### src/rtl/uart_tx.sv
// UART transmitter: one parallel word per valid/ready handshake, sent as
// start bit, LSB-first data, optional parity and stop bit(s) on uart_out.
module uart_tx #(
  parameter int CLKS_PER_BIT = 16,
  parameter int DATA_BITS    = 8,
  parameter int PARITY       = 0,
  parameter int STOP_BITS    = 1
) (
  input  logic                 clk,
  input  logic                 rst,
  input  logic [DATA_BITS-1:0] tx_data,
  input  logic                 tx_valid,
  output logic                 tx_ready,
  output logic                 tx_busy,
  output logic                 tx_done,
  output logic                 uart_out
);

  localparam int CW = (CLKS_PER_BIT > 2) ? $clog2(CLKS_PER_BIT) : 1;

  typedef enum logic [2:0] {IDLE, START, DATA, PAR, STOP} state_t;

  state_t               state, state_n;
  logic [CW-1:0]        cnt, cnt_n;
  logic [2:0]           idx, idx_n;
  logic [DATA_BITS-1:0] sh, sh_n;
  logic                 par, par_n;
  logic                 out_n, rdy_n, done_n;
  logic                 bit_end;

  assign bit_end = (cnt == CW'(CLKS_PER_BIT - 1));
  assign tx_busy = ~tx_ready;

  always_ff @(posedge clk) begin
    if (rst) begin
      state    <= IDLE;
      cnt      <= '0;
      idx      <= '0;
      sh       <= '0;
      par      <= 1'b0;
      uart_out <= 1'b1;
      tx_ready <= 1'b1;
      tx_done  <= 1'b0;
    end else begin
      state    <= state_n;
      cnt      <= cnt_n;
      idx      <= idx_n;
      sh       <= sh_n;
      par      <= par_n;
      uart_out <= out_n;
      tx_ready <= rdy_n;
      tx_done  <= done_n;
    end
  end

  // Every output is registered, so each branch decides the value the line
  // will carry during the next cycle.
  always_comb begin
    state_n = state;
    cnt_n   = cnt;
    idx_n   = idx;
    sh_n    = sh;
    par_n   = par;
    out_n   = uart_out;
    rdy_n   = tx_ready;
    done_n  = 1'b0;
    if (state != IDLE)
      cnt_n = bit_end ? '0 : cnt + CW'(1);
    case (state)
      IDLE: begin
        if (tx_valid) begin
          sh_n    = tx_data;
          par_n   = (PARITY == 2) ? ~(^tx_data) : ^tx_data;
          state_n = START;
          out_n   = 1'b0;
          rdy_n   = 1'b0;
          cnt_n   = '0;
          idx_n   = '0;
        end
      end
      START: begin
        if (bit_end) begin
          state_n = DATA;
          out_n   = sh[0];
          idx_n   = '0;
        end
      end
      DATA: begin
        if (bit_end) begin
          sh_n = sh >> 1;
          if (idx == 3'(DATA_BITS - 1)) begin
            idx_n = '0;
            if (PARITY != 0) begin
              state_n = PAR;
              out_n   = par;
            end else begin
              state_n = STOP;
              out_n   = 1'b1;
            end
          end else begin
            idx_n = idx + 3'd1;
            out_n = sh[1];
          end
        end
      end
      PAR: begin
        if (bit_end) begin
          state_n = STOP;
          out_n   = 1'b1;
          idx_n   = '0;
        end
      end
      STOP: begin
        // Raise done one cycle early so the registered pulse lands on the
        // final stop cycle.
        if (idx == 3'(STOP_BITS - 1) && cnt == CW'(CLKS_PER_BIT - 2))
          done_n = 1'b1;
        if (bit_end) begin
          if (idx == 3'(STOP_BITS - 1)) begin
            state_n = IDLE;
            rdy_n   = 1'b1;
            idx_n   = '0;
          end else begin
            idx_n = idx + 3'd1;
          end
        end
      end
      default: begin
        state_n = IDLE;
        out_n   = 1'b1;
        rdy_n   = 1'b1;
      end
    endcase
  end

endmodule

### config.mk
export PLATFORM = sky130hd
export DESIGN_NAME = uart_tx
export DESIGN_NICKNAME = d
export VERILOG_FILES = /design/src/rtl/uart_tx.sv
export SDC_FILE = /design/constraint.sdc
export NUM_CORES = 1
export LEC_CHECK = 0
export ABC_AREA = 1
export CORE_AREA = 2 2 57 59
export CTS_CLUSTER_DIAMETER = 200
export DETAILED_ROUTE_END_ITERATION = 7
export DIE_AREA = 0 0 59 61
export HOLD_SLACK_MARGIN = 0.1
export SLEW_MARGIN = 20
export SYNTH_ARGS = -nofsm -noshare
export SYNTH_HDL_FRONTEND = slang
export SYNTH_SLANG_ARGS = --single-unit
### constraint.sdc
create_clock -name clk -period 1.35 [get_ports clk]
set_input_delay 0.405 -clock clk [delete_from_list [all_inputs] [get_ports clk]]
set_output_delay 0.405 -clock clk [all_outputs]
set_load 0.005 [all_outputs]
Yosys cells after proc, flatten, opt, wreduce, memory -nomap -nowiden
Cells that the tools add are included.
{"block": "word_totals", "ff_bits": 21}
{"block": "classes", "addsub": 2, "n_eq_ne": 15, "muxes": 32, "n_bitwise": 3, "n_reduce_logical": 14}
{"operator": "$mux 3", "count": 13}
{"operator": "$mux 4", "count": 4}
{"operator": "$mux 8", "count": 2}
{"operator": "$pmux 8 s2", "count": 1}
{"operator": "$pmux 3 s5", "count": 1}
{"operator": "$ne 2x2->1 const B", "count": 7}
{"operator": "$pmux 3 s4", "count": 1}
{"operator": "$reduce_and 5->1", "count": 2}
{"operator": "$eq 4x4->1 const B", "count": 2}
{"operator": "$mux 1", "count": 8}
{"operator": "$reduce_and 7->1", "count": 1}
{"operator": "$eq 3x2->1 const B", "count": 2}
{"operator": "$eq 3x3->1 const B", "count": 2}
{"operator": "$logic_not 3->1", "count": 2}
{"operator": "$pmux 1 s5", "count": 1}
{"operator": "$add 4x1->4 const B", "count": 1}
{"operator": "$reduce_and 4->1", "count": 1}
{"operator": "$reduce_bool 4->1", "count": 1}
{"operator": "$reduce_or 2->1", "count": 2}
{"operator": "$add 3x1->3 const B", "count": 1}
{"operator": "$eq 3x1->1 const B", "count": 1}
{"operator": "$not 1->1", "count": 3}
{"operator": "$pmux 1 s3", "count": 1}
{"operator": "$reduce_and 3->1", "count": 1}
{"operator": "other kinds (5)", "count": 5}

Longest topological paths before layout
Gate-level depths: netlist of the first run.
{"block": "depth", "ltp_word": 5, "ltp_mapped": 10, "mapped_depth_nobuf": 10}

Least setup slack after synthesis of the first run
Ideal clock, no wire load.
{"block": "synth_path", "kind": "reg-to-reg", "from": "reg cnt[1]", "to": "reg state[1]", "arrival_ns": 1.132, "path_slack_ns": 0.106, "stages_incl_launch_ff": 9, "n_path_buf": 0, "cell_sequence": "dfxtp_1 ha_1 nand3_1 inv_1 nor2_1 nor2_2 nand2_1 nor2_1 nor2_1"}
{"block": "synth_via", "elab_chain_cells": 3}
{"item": "start: declaration", "line": "24", "text": "logic [CW-1:0] cnt, cnt_n;"}
{"item": "start signal: assignment", "line": "46", "text": "cnt <= cnt_n;"}
{"item": "$eq 4x4->1 (*)", "line": "31", "text": "assign bit_end = (cnt == CW'(CLKS_PER_BIT - 1));"}
{"item": "$ne 2x2->1 (no source line)"}
{"item": "$reduce_and 7->1 (no source line) (*)"}
{"item": "end signal: assignment", "line": "45", "text": "state <= state_n;"}
{"item": "end: declaration", "line": "23", "text": "state_t state, state_n;"}
Mark *: on every way between the ends. The rest lies on a longest branch, timed or not.
A chain may end at the register's enable or synchronous reset.

Final worst setup path of the first run
{"block": "layout_path", "from": "reg state[0]", "to": "reg sh[7]"}
{"block": "layout_via", "elab_chain_cells": 3}
{"item": "$eq 3x2->1 / $logic_not 3->1 (equally long branches)", "line": "69", "text": "case (state)"}
{"item": "$ne 2x2->1 (no source line) / $reduce_bool 2->1 (equally long branches)"}
{"item": "$reduce_and 3->1 (no source line)"}
{"item": "end signal: assignment", "line": "48", "text": "sh <= sh_n;"}
{"item": "end: declaration", "line": "26", "text": "logic [DATA_BITS-1:0] sh, sh_n;"}
Several ways; a longest one is shown, not always the timed one.

==> impl_metrics.tcl, run 1 <==
set metrics [dict create \
    status "finished, violations left" \
    violations "negative setup slack" \
    fmax_mhz 724 \
    synth_top_area_share 0.373 \
    dieArea_sq_um 3600 \
    ios 15 \
    place_congestion 0.779 \
    syn_inst 169 \
    synth_fa_ha_area_frac 0.0554 \
    synth_most_common_cell "nand2_1" \
    final_nets 222 \
    synth-simple-area-share 0.382 \
    crit_required_ns 1.60 \
    drv_cap 0 \
    finalHoldViolCount 0 \
    ys_warn_count 0 \
    syn2layout_area_growth_pct 41.5 \
    fill_cells 295 \
    setup_slack_ns -0.0309 \
    grt-ovfl-total 0 \
    clock_skew_ns 0.00287 \
    place_area_sq_um 1440 \
    drc 0 \
    fp.dieW_um 59 \
    muxShareOfSynthArea 0 \
    h-tree-depth 1 \
    max_stage_delay_ns 0.38 \
    antenna_found_initial 0 \
    dr.pass1.iters 4 \
    clkSinkCount 21 \
    avgSynthCellArea_sq_um 6.68 \
    antenna_left 0 \
    synth_top_cell_by_area "dfxtp_1" \
    finalNonFillerCells 238 \
    cts_tree "built" \
    cp_cell_sequence "nor2_4, nand2_4, nand2_4, nand2_4, nor2_4, nand3_2, a21oi_1" \
    final.setup.tns_ns -0.0309 \
    grt_pass1_wl_um 4340 \
    crit_family "simple AND/OR/NAND/NOR gates" \
    setup_viol_count_final 1 \
    rsz0062_at_grt "yes" \
    coreArea_sq_um 2950 \
    peakVddDrop_mv 0.842 \
    p_leak_nw 0.750 \
    total_power_mw 3.98 \
    tightest_slew_ns 0.237 \
    dp_hpwl_um 1980 \
    synth_top_family_by_area "simple AND/OR/NAND/NOR gates" \
    hold_path_class "reg -> reg" \
    grt_pass1_vias 1066 \
    grt_max_degree 13 \
    clk_pin_slew_ns 0.12 \
    clk_latency_ns 0.31 \
    period_share 1.02 \
    clk_path_buf_depth 2 \
    slowest_stage "dfxtp_4" \
    synth_ff_type "dfxtp_1" \
    syn_area_sq_um 1130 \
    syn-num-nets 185 \
    wl_um 2730 \
    yosysUniqueCellTypes 22 \
    num_antenna_cells 0 \
    start_util 0.382 \
    criticalPathCategory "reg -> reg" \
    synthTopCellsByCount "nand2_1, nor2_1, dfxtp_1" \
    dp_slack_ns -0.265 \
    drive_gt1_frac 0.322 \
    synthArstFlopShare 0 \
    via_per_inst 4.90 \
    synth-seq-area-share 0.373 \
    cp-end-kind "flip-flop" \
    seqCellArea_sq_um 433 \
    rows 20 \
    cts-buffers-inserted 3 \
    synth_compound_area_frac 0.113 \
    ys_seq_elements 21 \
    io_buffers 14 \
    die_h_um 61 \
    wl_per_cell_um 11.4 \
    period_minus_slack_ns 1.38 \
    cp_max_fo 8 \
    synth_xor_area_frac 0 \
    crit_top_cell "nand2_4" \
    synth_edf_count 0 \
    cts-root-buf "clkbuf_4" \
    cp-start-kind "flip-flop" \
    vias 1166 \
    grtUsageTotal 0.159 \
    critPathBufInv 0 \
    relSlewSlack 0.842 \
    power.density_nw_per_um2 2490 \
    drtIter0Drc 11 \
    place_inst 231 \
    fin_area_sq_um 1600 \
    maxSlewViolCount 0 \
    multi_input_area_sq_um 714 \
    synth_area_leaders "dfxtp_1, nand2_1, nor2_1" \
    critPathArrivalTime_ns 1.63 \
]
[worst paths after layout]
kind,start,to,slack [ns],depth (start not counted)
max,state[0]$_SDFFE_PP0P_,sh[7]$_SDFFE_PP0P_,-0.03,7
min reg2reg,sh[7]$_SDFFE_PP0P_,sh[7]$_SDFFE_PP0P_,0.48,2
min,sh[7]$_SDFFE_PP0P_,sh[7]$_SDFFE_PP0P_,0.48,2
max reg2reg,state[0]$_SDFFE_PP0P_,sh[7]$_SDFFE_PP0P_,-0.03,7
[logic make-up after synthesis]
logic type / Yosys count
AOI/OAI and AO/OA: 25
buffers and inverters: 22
and+or+nand+nor: 96
DFF: 21
adders and majority gates: 5
[area by class of cell]
| cell class | count | share of cell area |
|---|---|---|
| inverters | 19 | 0.0462 |
| flip-flops and latches | 21 | 0.271 |
| repair buffers | 35 | 0.193 |
| clock buffers | 4 | 0.0165 |
| well taps | 33 | 0.0259 |
| multi-input cells | 126 | 0.447 |
[worst reg2reg max path, stage by stage (launching register included)]
cell and delay (ns):
dfxtp_4 0.38, nor2_4 0.21, nand2_4 0.10, nand2_4 0.09, nand2_4 0.07, nor2_4 0.23
nand3_2 0.10, a21oi_1 0.13
[registers in the layout (all words and copies together), names as in the netlist]
| signal | cells |
|---|---|
| tx_done | 1 |
| state | 3 |
| tx_ready | 1 |
| sh | 8 |
| cnt | 4 |
| idx | 3 |
| uart_out | 1 |
[layer usage]
metal / track usage / routed length [um] / share of wire
met1: 0.182 / 1170 / 0.43
met2: 0.290 / 1420 / 0.52
met3: 0.0277 / 101 / 0.037
met4: 0.0649 / 34 / 0.012
met5: 0 / 0 / 0
[report_power, final]
group / switching, mW / internal (mW) / leakage [nW]
Sequential: 0.176 / 0.898 / 0.175
Combinational: 1.48 / 1.12 / 0.560
Clock: 0.199 / 0.115 / 0.0150
[through the flow]
stage	hold WS (ns)	util
6_report	0.485	0.541
5_1_grt	0.496	0.541
4_1_cts	0.482	0.504
3_5_place_dp	0.462	0.489
3_3_place_gp	0.456	0.489
2_1_floorplan	0.445	-
[layout by cell type (no fill, tap or decap), drive strengths merged]
| master | Yosys | routed |
|---|---|---|
| nand4 | 2 | 2 |
| clkdlybuf4s15 | 0 | 2 |
| a21oi | 10 | 10 |
| nand3 | 11 | 11 |
| a211oi | 1 | 1 |
| dlygate4sd2 | 0 | 1 |
| clkinv | 1 | 1 |
| nand3b | 1 | 1 |
| nor3b | 1 | 1 |
| buf | 1 | 22 |
| clkbuf | 2 | 4 |
| inv | 18 | 18 |
| ha | 5 | 5 |
| nand2 | 49 | 49 |
| o21ai | 14 | 14 |
| nor2 | 28 | 28 |
| or2 | 2 | 2 |
| dfxtp | 21 | 21 |
| nor3 | 2 | 2 |
| clkdlybuf4s50 | 0 | 10 |
[timing repair]
action / in CTS / in global routing
buffers inserted: 1 / 2
pin swaps: 1 / 5
resized for setup: 16 / 34
endpoints found under the setup margin: 8 / 18
hold buffers: 0 / 0
Note: power is estimated with default switching activity, not from simulation.
==> run 2: changes to the inputs <==
--- a/config.mk
+++ b/config.mk
@@ -6,11 +6,14 @@
 export NUM_CORES = 1
 export LEC_CHECK = 0
 export ABC_AREA = 1
-export CORE_AREA = 2 2 57 59
+export CELL_PAD_IN_SITES_DETAIL_PLACEMENT = 1
+export CELL_PAD_IN_SITES_GLOBAL_PLACEMENT = 2
+export CORE_AREA = 2 2 66 68
 export CTS_CLUSTER_DIAMETER = 200
 export DETAILED_ROUTE_END_ITERATION = 7
-export DIE_AREA = 0 0 59 61
+export DIE_AREA = 0 0 68 70
 export HOLD_SLACK_MARGIN = 0.1
+export PLACE_DENSITY_LB_ADDON = 0.1
 export SLEW_MARGIN = 20
 export SYNTH_ARGS = -nofsm -noshare
 export SYNTH_HDL_FRONTEND = slang
==> run 2 against run 1 <==
Compared with the run above: the run now ends clean; global-route usage shrank 0.15 points; worst setup slack better by 0.045 ns; worst hold slack worse by 0.014 ns; sequential power is essentially flat; register-to-register slack improved by 0.06 ns; largest cell class unchanged.
==> impl_metrics.tcl, run 2 (same netlist as run 1, synthesis figures left out) <==
set metrics [dict create \
    status "finished, final reports clean" \
    clkSinkCount 21 \
    hold_path_class "reg -> reg" \
    slowest_stage "clkdlybuf4s50_1" \
    cp_num_cells 9 \
    tightest_slew_ns 0.233 \
    p_int_mw 2.49 \
    combPwrFrac 0.672 \
    place_congestion 0.879 \
    grt_max_degree 12 \
    relSlewSlack 0.843 \
    cp-start-kind "primary input" \
    dp_hpwl_um 2640 \
    drtIter0Drc 52 \
    criticalPathCategory "in -> reg" \
    drive_gt1_frac 0.394 \
    power.net_switching_mw 2.09 \
    maxSlewViolCount 0 \
    crit_required_ns 1.55 \
    cp-end-kind "flip-flop" \
    final_nets 233 \
    cts-buffers-inserted 3 \
    clkPwrFrac 0.093 \
    final_core_util 0.429 \
    finalHoldViolCount 0 \
    period_minus_slack_ns 1.34 \
    h-tree-depth 1 \
    die_h_um 70 \
    start_util 0.272 \
    power.density_nw_per_um2 2570 \
    io_buffers 14 \
    cts_tree "built" \
    p_sw_frac 0.456 \
    total_power_mw 4.57 \
    dr.pass1.iters 3 \
    max_stage_delay_ns 0.46 \
    rsz0062_at_grt "yes" \
    drc 0 \
    clk_pin_slew_ns 0.08 \
    top_register "sh" \
    hold_depth 2 \
    fp.dieW_um 68 \
    reg_top3 "sh (8), cnt (4)" \
    num_antenna_cells 0 \
    drv_cap 0 \
    layout_common_cells "nand2_1, buf_4, nor2_1, dfxtp_1, inv_1" \
    layout_commonest_cell "nand2_1" \
    coreArea_sq_um 4140 \
    setup_viol_count_final 0 \
    ff2ff_path_depth 9 \
    p_leak_nw 0.820 \
    finalNonFillerCells 268 \
    ios 15 \
    crit_family "simple AND/OR/NAND/NOR gates" \
    fmax_mhz 748 \
    peakVddDrop_mv 0.712 \
    period_share 0.990 \
    antenna_found_initial 0 \
    cp_cell_sequence "clkdlybuf4s50_1, inv_1, nand3_4, nand2_2, nor2_4, nand2_2, nand2_1, nand2_1, nor2_1" \
    syn2layout_area_growth_pct 57.4 \
    rows 24 \
    grt_pass1_vias 1288 \
    critPathArrivalTime_ns 1.54 \
    wl_per_cell_um 13.1 \
    largest_reg_flops 8 \
    dieArea_sq_um 4760 \
    place_inst 259 \
    cp_max_fo 5 \
    vias 1222 \
    antenna_left 0 \
    wl_um 3520 \
    clk_path_buf_depth 2 \
    grtUsageTotal 0.157 \
    via_per_inst 4.56 \
    grt-ovfl-total 0 \
    clk_latency_ns 0.26 \
    critPathBufInv 2 \
    grt_pass1_wl_um 5710 \
    clock_skew_ns 0.00682 \
    cts-root-buf "clkbuf_8" \
    pwr-share-seq 0.236 \
]
[run 2: power groups by stage]
stage | combinational [mW] | sequential, mW | clock (mW)
2_1_floorplan | 1.41 | 1.03 | 0
5_1_grt | 3.41 | 1.12 | 0.482
3_3_place_gp | 2.35 | 1.05 | 0
6_report | 3.07 | 1.08 | 0.423
3_5_place_dp | 2.41 | 1.06 | 0
4_1_cts | 2.58 | 1.06 | 0.454
[run 2: cell type report]
type / instances / area [sq um]
multi-input combinational: 126 / 763
tap: 52 / 65.1
clock buffer: 4 / 45.0
inverter: 19 / 77.6
fill: 516 / 2370
timing repair buffer: 46 / 392
sequential: 21 / 434
[run 2: timing repair]
| item | in CTS | in global routing |
|---|---|---|
| pin swaps | 1 | 12 |
| hold buffers | 0 | 0 |
| resized for setup | 23 | 36 |
| buffers inserted | 1 | 4 |
| setup endpoints to repair | 19 | 18 |
[run 2: stage by stage]
| step | hold slack (ns) | cell area (sq um) | setup TNS, ns | setup slack (ns) |
|---|---|---|---|---|
| 2_1_floorplan | 0.445 | 1130 | 0 | 0.106 |
| 3_3_place_gp | 0.455 | 1520 | -4.52 | -0.301 |
| 3_5_place_dp | 0.466 | 1520 | -5.08 | -0.336 |
| 4_1_cts | 0.479 | 1630 | 0 | 0.00317 |
| 5_1_grt | 0.510 | 1780 | -0.396 | -0.0452 |
| 6_report | 0.470 | 1780 | 0 | 0.0139 |
[run 2: path summary, 6_finish.rpt]
| check | startpoint | endpoint | slack (ns) |
|---|---|---|---|
| hold / removal | uart_out$_SDFFE_PP1P_ | uart_out$_SDFFE_PP1P_ | 0.47 |
| hold reg to reg | uart_out$_SDFFE_PP1P_ | uart_out$_SDFFE_PP1P_ | 0.47 |
| setup / recovery | tx_valid | state[1]$_SDFFE_PP0P_ | 0.01 |
| setup reg to reg | state[0]$_SDFFE_PP0P_ | state[1]$_SDFFE_PP0P_ | 0.03 |
[run 2: tightest hold or removal path: stages (launching register included)]
cell	delay, ns
dfxtp_2	0.33
nand2_1	0.05
nand3_1	0.07
[run 2: per-layer routing]
layer | vias to the layer above | part of all wire | global-route usage
li1 | 632 | - | -
met1 | 566 | 0.43 | 0.191
met4 | 0 | 0.020 | 0.0556
met2 | 17 | 0.52 | 0.272
met5 | - | 0 | 0
met3 | 7 | 0.026 | 0.0258
==> run 3: changes to the inputs <==
--- a/config.mk
+++ b/config.mk
@@ -9,7 +9,7 @@
 export CELL_PAD_IN_SITES_DETAIL_PLACEMENT = 1
 export CELL_PAD_IN_SITES_GLOBAL_PLACEMENT = 2
 export CORE_AREA = 2 2 66 68
-export CTS_CLUSTER_DIAMETER = 200
+export CTS_CLUSTER_DIAMETER = 120
 export DETAILED_ROUTE_END_ITERATION = 7
 export DIE_AREA = 0 0 68 70
 export HOLD_SLACK_MARGIN = 0.1
==> results of run 3 <==
Final layout, timing and power as in run 2 (identical DEF).
==> patch: new RTL, flow settings as in run 1 <==
`PARITY`: 0 -> 1.
--- a/src/rtl/uart_tx.sv
+++ b/src/rtl/uart_tx.sv
@@ -4,5 +4,5 @@
   parameter int CLKS_PER_BIT = 16,
   parameter int DATA_BITS    = 8,
-  parameter int PARITY       = 0,
+  parameter int PARITY       = 1,
   parameter int STOP_BITS    = 1
 ) (
Formal check against the unedited RTL: same outputs for any inputs over 10 cycles, from zero or initial values and one cycle with rst high; that may be too few to reach the edited logic, so the function may still have changed.
==> patch against run 1 <==
  * The run still ends with setup timing left
  * Final area rose by 15%
  * Routed wire length rose by 14%
  * Clock skew rose by 3.5 ps
  * Total power rose by 5.7%
  * Worst setup slack improved by 25 ps
  * Synthesized area rose by 20%
  * Critical path depth rose by 1
  * Sequential share of layout area fell by 2.4 points
  * Global-route usage rose by 3.5 points
  * Clock power rose by 21%
  * Fmax rose by 1.9%
  * Sequential cell count rose by 1
  * First-iteration DRC count rose to 3.4 times the old value
  * Largest power group unchanged
==> patch: results (changes against run 1) <==
outcome:
  outcome: "complete, but fails checks"
  violations: "setup timing"
detailed_routing:
  wl_per_cell_um: 11.0  # -3.9%
  drtIter0Drc: 37  # +26
  vias: 1377  # +18%
  wl_met2_mm: 1.58  # +11%
  route.met3.wl_um: 78  # -23%
  wl_met1_mm: 1.41  # +20%
logic_synthesis:
  synth_cell_types: 26  # +18%
  synthTopCellsByCount: "nand2_1, nor2_1, inv_1"
  ys_seq_area_share_pct: 32.6  # -4.7 points
  synth_compound_area_share_pct: 9.62  # -1.7 points
  syn-num-nets: 227  # +23%
final_layout:
  drive_gt1_share_pct: 25.8  # -6.4 points
sta:
  finalSetupViolCount: 2  # +1
  whs_ps: 474  # -10.6 ps
  post-route-worst-setup-slack_ps: -5.81  # +25.1 ps
  finClkSkew_ps: 6.39  # +3.52 ps
  relSlewSlack_pct: 87.0  # +2.8 points
pwr:
  p_comb_share_pct: 64.1  # -1.0 points
  leakage_nw: 0.896  # +20%
  p_int_mw: 2.16  # +1.6%
  p_clk_mw: 0.379  # +21%
hold_path:
  hp-start: "sh[2]$_SDFFE_PP0P_"
  hold_end: "sh[2]$_SDFFE_PP0P_"
setup_path:
  reg2reg_depth: 8  # +1
  rrSetupSlack_ps: -6  # +30 ps
  r2r_start: "idx[1]$_SDFFE_PP0P_"
  critPathMaxFanout: 3  # -5
  r2r-end: "state[1]$_SDFFE_PP0P_"
global_route:
  use_met3_pct: 1.92  # -0.85 points
  grt_pass1_vias: 1289  # +21%
  met2_usage_pct: 35.9  # +6.8 points
  grtUsageTotal_pct: 19.4  # +3.5 points
  use_met1_pct: 23.0  # +4.8 points
  grt_pass1_wl_mm: 5.38  # +24%
placement:
  place_congestion: 0.955  # +23%
  dp_hpwl_mm: 2.27  # +15%
==> patch: cell count changes after synthesis, sizes merged, moves of 2 or more <==
cell and change:
xnor2 +2, or2 -2, inv +11, nor2 +4, nand2 +25, nand3 -3
==> patch: repair_timing <==
| action | in CTS | in global routing |
|---|---|---|
| setup endpoints to repair | 18 | 17 |
| cloned | 0 | 1 |
| setup buffers | 1 | 1 |
| pin swaps | 2 | 3 |
| gates resized for setup | 16 | 31 |
==> patch: final cells by class <==
type	count	area (µm²)
flip-flops and latches	22	453
inverters	29	119
clock buffers	4	36.3
fillers	284	1120
multi-input cells	157	872
repair buffers	36	314
well taps	33	41.3
==> patch: worst max-delay path, stage by stage (launching register included) <==
cell and delay [ps]:
dfxtp_2 350, ha_2 190, ha_4 160, nand3b_1 230
nand2_2 130, inv_2 50, nand3b_1 70, nand2_1 50
nor2_1 70
==> patch: worst max-delay path by stage <==
stage,from,to,cells past startpoint
detailed placement,tx_valid,sh[6]$_SDFFE_PP0P_,7
floorplan,cnt[0]$_SDFF_PP0_,idx[1]$_SDFFE_PP0P_,8
global route,idx[1]$_SDFFE_PP0P_,state[2]$_SDFFE_PP0P_,8
global placement,tx_valid,sh[6]$_SDFFE_PP0P_,7
CTS,idx[1]$_SDFFE_PP0P_,state[2]$_SDFFE_PP0P_,7
finish,idx[1]$_SDFFE_PP0P_,state[1]$_SDFFE_PP0P_,8
==> patch: metrics by stage <==
stage	total power, mW	TNS [ps]	std cells	setup slack (ps)	cell area (µm²)
global route	4.62	-499	281	-110	1840
detailed placement	3.31	-4650	274	-309	1660
finish	4.21	-10.3	281	-5.81	1840
CTS	3.71	0	279	2.19	1720
global placement	3.27	-4300	274	-292	1660
floorplan	2.70	0	211	71.8	1350
